==> src/rtl/register_file_unit_if.sv <==
// Register file access bundle: two read ports and one write port.
// Ports (master = decode/writeback side, slave = register file):
//   r1, r2     read addresses            (master -> slave)
//   rd         write address             (master -> slave)
//   datawrite  write data                (master -> slave)
//   ru_wr      write enable, active high (master -> slave)
//   r1out      read data for r1          (slave -> master)
//   r2out      read data for r2          (slave -> master)
interface register_file_unit_if #(
   parameter int unsigned DATA_W = 32,
   parameter int unsigned ADDR_W = 5
);
   logic [ADDR_W-1:0] r1;
   logic [ADDR_W-1:0] r2;
   logic [ADDR_W-1:0] rd;
   logic [DATA_W-1:0] datawrite;
   logic              ru_wr;
   logic [DATA_W-1:0] r1out;
   logic [DATA_W-1:0] r2out;

   modport master (
      output r1, r2, rd, datawrite, ru_wr,
      input  r1out, r2out
   );

   modport slave (
      input  r1, r2, rd, datawrite, ru_wr,
      output r1out, r2out
   );
endinterface

==> src/rtl/register_file_unit.sv <==
// 32 x 32 general-purpose register file, x0 hardwired to zero.
// Ports:
//   clk    system clock, writes on the rising edge
//   rst_n  asynchronous active-low reset, clears all registers
//   bus    register_file_unit_if slave: r1/r2 combinational reads,
//          rd/datawrite/ru_wr synchronous write
// BYPASS=1 forwards datawrite to a read port addressing the register
// being written in the same cycle.
module register_file_unit #(
   parameter int unsigned DATA_W = 32,
   parameter int unsigned ADDR_W = 5,
   parameter bit          BYPASS = 1'b0
) (
   input  logic                 clk,
   input  logic                 rst_n,
   register_file_unit_if.slave  bus
);
   localparam int unsigned DEPTH = 2 ** ADDR_W;

   logic [DATA_W-1:0] reg_q [DEPTH];
   logic [DATA_W-1:0] reg_d [DEPTH];
   logic [DATA_W-1:0] r1_val;
   logic [DATA_W-1:0] r2_val;

   // Next-state: single write port, x0 never written
   always_comb begin
      reg_d = reg_q;
      if (bus.ru_wr && (bus.rd != '0)) begin
         reg_d[bus.rd] = bus.datawrite;
      end
      reg_d[0] = '0;
   end

   // Storage, cleared asynchronously
   always_ff @(posedge clk or negedge rst_n) begin
      if (!rst_n) begin
         reg_q <= '{default: '0};
      end else begin
         reg_q <= reg_d;
      end
   end

   // Combinational read ports; bypass is suppressed while reset is held
   always_comb begin
      r1_val = '0;
      r2_val = '0;
      if (bus.r1 != '0) begin
         r1_val = reg_q[bus.r1];
         if (BYPASS && rst_n && bus.ru_wr && (bus.rd == bus.r1)) begin
            r1_val = bus.datawrite;
         end
      end
      if (bus.r2 != '0) begin
         r2_val = reg_q[bus.r2];
         if (BYPASS && rst_n && bus.ru_wr && (bus.rd == bus.r2)) begin
            r2_val = bus.datawrite;
         end
      end
   end

   assign bus.r1out = r1_val;
   assign bus.r2out = r2_val;

endmodule

==> src/flat_wrapper.sv <==
// flat-port wrapper written by rule: the top's interface ports become plain ports
module register_file_unit_flat 
#(
   parameter int unsigned DATA_W = 32,
   parameter int unsigned ADDR_W = 5,
   parameter bit          BYPASS = 1'b0
)
  (clk, rst_n, bus_r1, bus_r2, bus_rd, bus_datawrite, bus_ru_wr, bus_r1out, bus_r2out);
  register_file_unit_if #(.DATA_W(DATA_W), .ADDR_W(ADDR_W)) bus_i ();
  input  logic clk;
  input  logic rst_n;
  input wire logic [$bits(bus_i.r1)-1:0] bus_r1;
  input wire logic [$bits(bus_i.r2)-1:0] bus_r2;
  input wire logic [$bits(bus_i.rd)-1:0] bus_rd;
  input wire logic [$bits(bus_i.datawrite)-1:0] bus_datawrite;
  input wire logic [$bits(bus_i.ru_wr)-1:0] bus_ru_wr;
  output wire logic [$bits(bus_i.r1out)-1:0] bus_r1out;
  output wire logic [$bits(bus_i.r2out)-1:0] bus_r2out;
  assign bus_i.r1 = bus_r1;
  assign bus_i.r2 = bus_r2;
  assign bus_i.rd = bus_rd;
  assign bus_i.datawrite = bus_datawrite;
  assign bus_i.ru_wr = bus_ru_wr;
  assign bus_r1out = bus_i.r1out;
  assign bus_r2out = bus_i.r2out;
  register_file_unit #(.DATA_W(DATA_W), .ADDR_W(ADDR_W), .BYPASS(BYPASS)) u_core (.clk(clk), .rst_n(rst_n), .bus(bus_i));
endmodule
==> config.mk <==
export PLATFORM = sky130hd
export DESIGN_NAME = register_file_unit_flat
export DESIGN_NICKNAME = d
export VERILOG_FILES = /design/src/rtl/register_file_unit_if.sv /design/src/rtl/register_file_unit.sv /design/src/flat_wrapper.sv
export SDC_FILE = /design/constraint.sdc
export NUM_CORES = 2
export LEC_CHECK = 0
export CAP_MARGIN = 0
export CORE_MARGIN = 10
export CORE_UTILIZATION = 45
export DETAILED_ROUTE_END_ITERATION = 7
export PLACE_DENSITY = 0.73
export RECOVER_POWER = 100
export SYNTH_ARGS = -nofsm -noshare
export SYNTH_HDL_FRONTEND = slang
export SYNTH_SLANG_ARGS = --single-unit
==> constraint.sdc <==
create_clock -name clk -period 4.59 [get_ports clk]
set_input_delay 0.459 -clock clk [delete_from_list [all_inputs] [get_ports clk]]
set_output_delay 0.459 -clock clk [all_outputs]
set_load 0.01 [all_outputs]
==> PnR_summary.wiki <==
{| class="wikitable"
! Metric !! Value
|-
| Reg2reg end || u_core.reg_q[511]
|-
| Number of clock sinks seen by CTS || 992
|-
| Worst Setup End Kind || output pin
|-
| GPL Wtd Cong || 0.842
|-
| Number of nets still failing antenna checks after routing || 0
|-
| Detailed-routing iteration count for the pre-antenna-repair pass || 6
|-
| Total GRT Usage || 0.241
|-
| Maximum number of pins on one net before global-route repair || 126
|-
| Minimum clock period after layout || about 4.4 ns
|-
| Clk Latency, worst-skew pair || 0.72 ns
|-
| Endpoint of the most critical setup path || bus_r1out[9]
|-
| YS warnings || 0
|-
| Post-synth EDFFs || 0
|-
| Max-slew violations || 742
|-
| CTS tree || done
|-
| Final-report setup violation count || 0
|-
| Start point of the worst hold path || u_core.reg_q[626]
|-
| Slack of the worst reg-to-reg path || around 3.7 ns
|-
| Average wire per standard cell || between 20 and 30 um
|-
| Number of flip-flops under the largest register name || 992
|-
| Worst Reg2Reg Path Length in Cells || 1
|-
| Maximum number of buffers from clock root to sink || 3
|-
| Final Worst Setup Slack || about 0.23 ns
|-
| Synthesized area || roughly 53,000 um^2
|-
| Die outline area || about 130,000 um^2
|-
| Synthesis-to-layout area growth || 11.4%
|-
| Filler cell count || about 10,000
|-
| Remaining global-route overflow || 0
|-
| Core Region || 118,000 um^2
|-
| Pin slew with the least headroom to its limit || 2.65 ns
|-
| Core Rows || 126
|-
| Count of buffers from port buffering || 113
|-
| Clock buffers created by TritonCTS || between 100 and 150
|-
| Share of post-route cells with drive strength above 1 || 0.378
|-
| Data arrival time of the critical path || 3.90 ns
|-
| Status || finished with violations
|-
| Register with the most flip-flops || u_core.reg_q
|-
| Post-DP HPWL || 101 mm
|-
| Lkg Pwr || 26.4 nW
|-
| Core utilization of the finished layout || 0.504
|-
| Violated checks || capacitance limit, slew limit
|-
| Peak supply drop || 0.339 mV
|-
| Main synth FF type || sky130_fd_sc_hd__dfrtp_1
|-
| Number of post-CTS setup repair buffers || 0
|-
| Vertical die dimension || 364 um
|-
| Critical Path Source Type || primary input
|-
| Final total negative setup slack || 0 ns
|-
| Routing usage on met1 || 0.323
|-
| Worst min-delay path category || flop to flop
|-
| Effective utilization at floorplan || 0.453
|-
| # IOs || 114
|-
| Req. time, crit path || between 4 and 5 ns
|-
| Yosys cell types || 39
|-
| Maximum Capacitance Violations || 35
|-
| First-pass GRT wire length || 245 mm
|-
| Area taken by multi-input logic gates || 26,500 um^2
|-
| Met3 track demand over resource || 0.0529
|-
| Global routing's busiest layer || met2
|-
| Synthesized area per cell || 13.1 um^2
|-
| Number of instances in the synthesized netlist || roughly 4,100
|-
| Launch point of the critical path || bus_r1[2]
|-
| Total nets after synthesis || 4,113
|-
| Synthesis-stage register bit count || between 900 and 1,000
|-
| Remaining design rule violation count || 0
|-
| Worst setup path class || primary input to output pin
|-
| Fraction of the yosys area taken by sequential cells || 0.466
|-
| Worst-case clock skew || 0 ns
|-
| Critical register-to-register path startpoint || u_core.reg_q[511]
|-
| Largest registers in the final layout || u_core.reg_q x992
|-
| Via count normalized by instance count || around 6.6
|-
| Aggregate routed wire length || 163 mm
|-
| Initial drt markers || 3,786
|-
| RSZ-0062 raised after global routing || false
|-
| Antenna violations before repair || 14
|-
| Worst slew margin relative to its limit || -0.769
|-
| Register area || 24,800 um^2
|-
| Number of hold violations in the final report || 0
|-
| Met2 global-route usage || 0.377
|-
| Net count reported at finish || slightly above 4,000
|-
| Crit Path Max Fanout || 28
|-
| Number of H-tree levels || 3
|-
| CTS Root Cell || sky130_fd_sc_hd__clkbuf_16
|-
| Final worst-path cycle share || 0.950
|-
| Pre-CTS setup slack || 0.476 ns
|-
| Power per cell area || ~440 nW/um^2
|-
| Vias in the first global route || about 38,000
|-
| Max frequency || 229 MHz
|-
| Vias || around 37,000
|-
| Clock Pin Slew Worst Setup and Hold Paths || 0.06 ns
|-
| Horizontal extent of the die || 364 um
|-
| Proportion of synthesized flip-flops having asynchronous set or reset || 1.00
|}
-- cells by family after synthesis --
kind of cell    after synthesis  synth area share
mux                        1825             0.399
compound gates              510            0.0659
simple gates                300            0.0313
flops                       992             0.466
buf+inv                     436            0.0379
-- report_power, final --
group,internal (W),total (W),switching (W)
Clock,0.00539,0.00909,0.00370
Combinational,0.00292,0.00519,0.00227
Sequential,0.0105,0.0118,0.00129
Total,0.0188,0.0260,0.00726
-- what timing repair did --
| item | 4_1_cts | 5_1_grt |
|---|---|---|
| gates resized for setup | 0 | 0 |
| hold buffers | 1 | 0 |
| hold endpoints to repair | 69 | 0 |
-- synthesized netlist by cell type, types with 19 or more instances --
cell	number	area (um^2)
sky130_fd_sc_hd__mux2_2	1095	12300
sky130_fd_sc_hd__dfrtp_1	992	24800
sky130_fd_sc_hd__mux2i_1	577	5780
sky130_fd_sc_hd__o22ai_1	287	1800
sky130_fd_sc_hd__buf_2	196	981
sky130_fd_sc_hd__clkbuf_1	196	736
sky130_fd_sc_hd__nor3_1	131	656
sky130_fd_sc_hd__mux4_2	128	2880
sky130_fd_sc_hd__a22oi_1	64	480
sky130_fd_sc_hd__a211oi_1	63	473
sky130_fd_sc_hd__nor2b_1	41	257
sky130_fd_sc_hd__or3_1	34	213
sky130_fd_sc_hd__a21oi_1	32	160
sky130_fd_sc_hd__a221o_1	32	320
sky130_fd_sc_hd__nor4_1	32	200
sky130_fd_sc_hd__a221oi_1	31	272
sky130_fd_sc_hd__mux2_1	25	282
sky130_fd_sc_hd__buf_1	19	71.3
-- worst min-delay path by stage --
stage / to / slack (ns) / cells past startpoint
2_1_floorplan: u_core.reg_q[0] / 0.16 / 0
3_3_place_gp: u_core.reg_q[631] / 0.49 / 1
3_5_place_dp: u_core.reg_q[661] / 0.50 / 1
4_1_cts: u_core.reg_q[287] / 0.41 / 2
5_1_grt: u_core.reg_q[226] / 0.53 / 1
6_report: u_core.reg_q[626] / 0.51 / 1
-- layout make-up --
type	instances	share of cell area
sequential	992	0.418
clock buffer	148	0.0524
multi-input combinational	2635	0.447
antenna	5	0.000211
timing repair buffer	252	0.0399
tap	1536	0.0324
clock inverter	44	0.00999
-- worst max-delay path, stage by stage --
cell and delay (ns):
sky130_fd_sc_hd__clkbuf_2 0.63, sky130_fd_sc_hd__nand2_4 0.58, sky130_fd_sc_hd__buf_4 0.44, sky130_fd_sc_hd__o22ai_1 0.20
sky130_fd_sc_hd__nor3_1 0.10, sky130_fd_sc_hd__nor4_1 0.74, sky130_fd_sc_hd__dlygate4sd3_1 0.72
-- per-stage QoR --
step	cell area (um^2)	total power, W	hold slack [ns]	std cells
finish	59400	0.0260	0.509	5612
global route	59400	0.0271	0.526	5607
global placement	56200	0.0168	0.491	5414
CTS	59900	0.0261	0.412	5607
floorplan	53300	0.0153	0.163	4063
detailed placement	56200	0.0171	0.499	5414
-- layer usage --
layer  up-vias  routed length [um]
met5         -                  68
met4        12                6590
met3       430               14400
met2      1752               75100
met1     19400               67200
li1      15300                   -
-- cells in the final DEF (no fill, tap or decap), types with 20 or more instances in the layout --
master                            netlist  routed
sky130_fd_sc_hd__mux2_2              1095    1094
sky130_fd_sc_hd__dfrtp_1              992     992
sky130_fd_sc_hd__mux2i_1              577     577
sky130_fd_sc_hd__o22ai_1              287     287
sky130_fd_sc_hd__nor3_1               131     131
sky130_fd_sc_hd__mux4_2               128     128
sky130_fd_sc_hd__clkbuf_16              0     107
sky130_fd_sc_hd__a22oi_1               64      64
sky130_fd_sc_hd__a211oi_1              63      63
sky130_fd_sc_hd__buf_4                 14      57
sky130_fd_sc_hd__dlygate4sd3_1          0      54
sky130_fd_sc_hd__clkdlybuf4s50_1        0      53
sky130_fd_sc_hd__clkbuf_1             196      46
sky130_fd_sc_hd__nor2b_1               41      36
sky130_fd_sc_hd__or3_1                 34      34
sky130_fd_sc_hd__nor4_1                32      33
sky130_fd_sc_hd__a221o_1               32      32
sky130_fd_sc_hd__a21oi_1               32      32
sky130_fd_sc_hd__a221oi_1              31      31
sky130_fd_sc_hd__clkbuf_8               0      28
sky130_fd_sc_hd__buf_12                 0      28
sky130_fd_sc_hd__mux2_1                25      26
sky130_fd_sc_hd__clkbuf_2               0      20
Power figures use the tool's default switching activity.
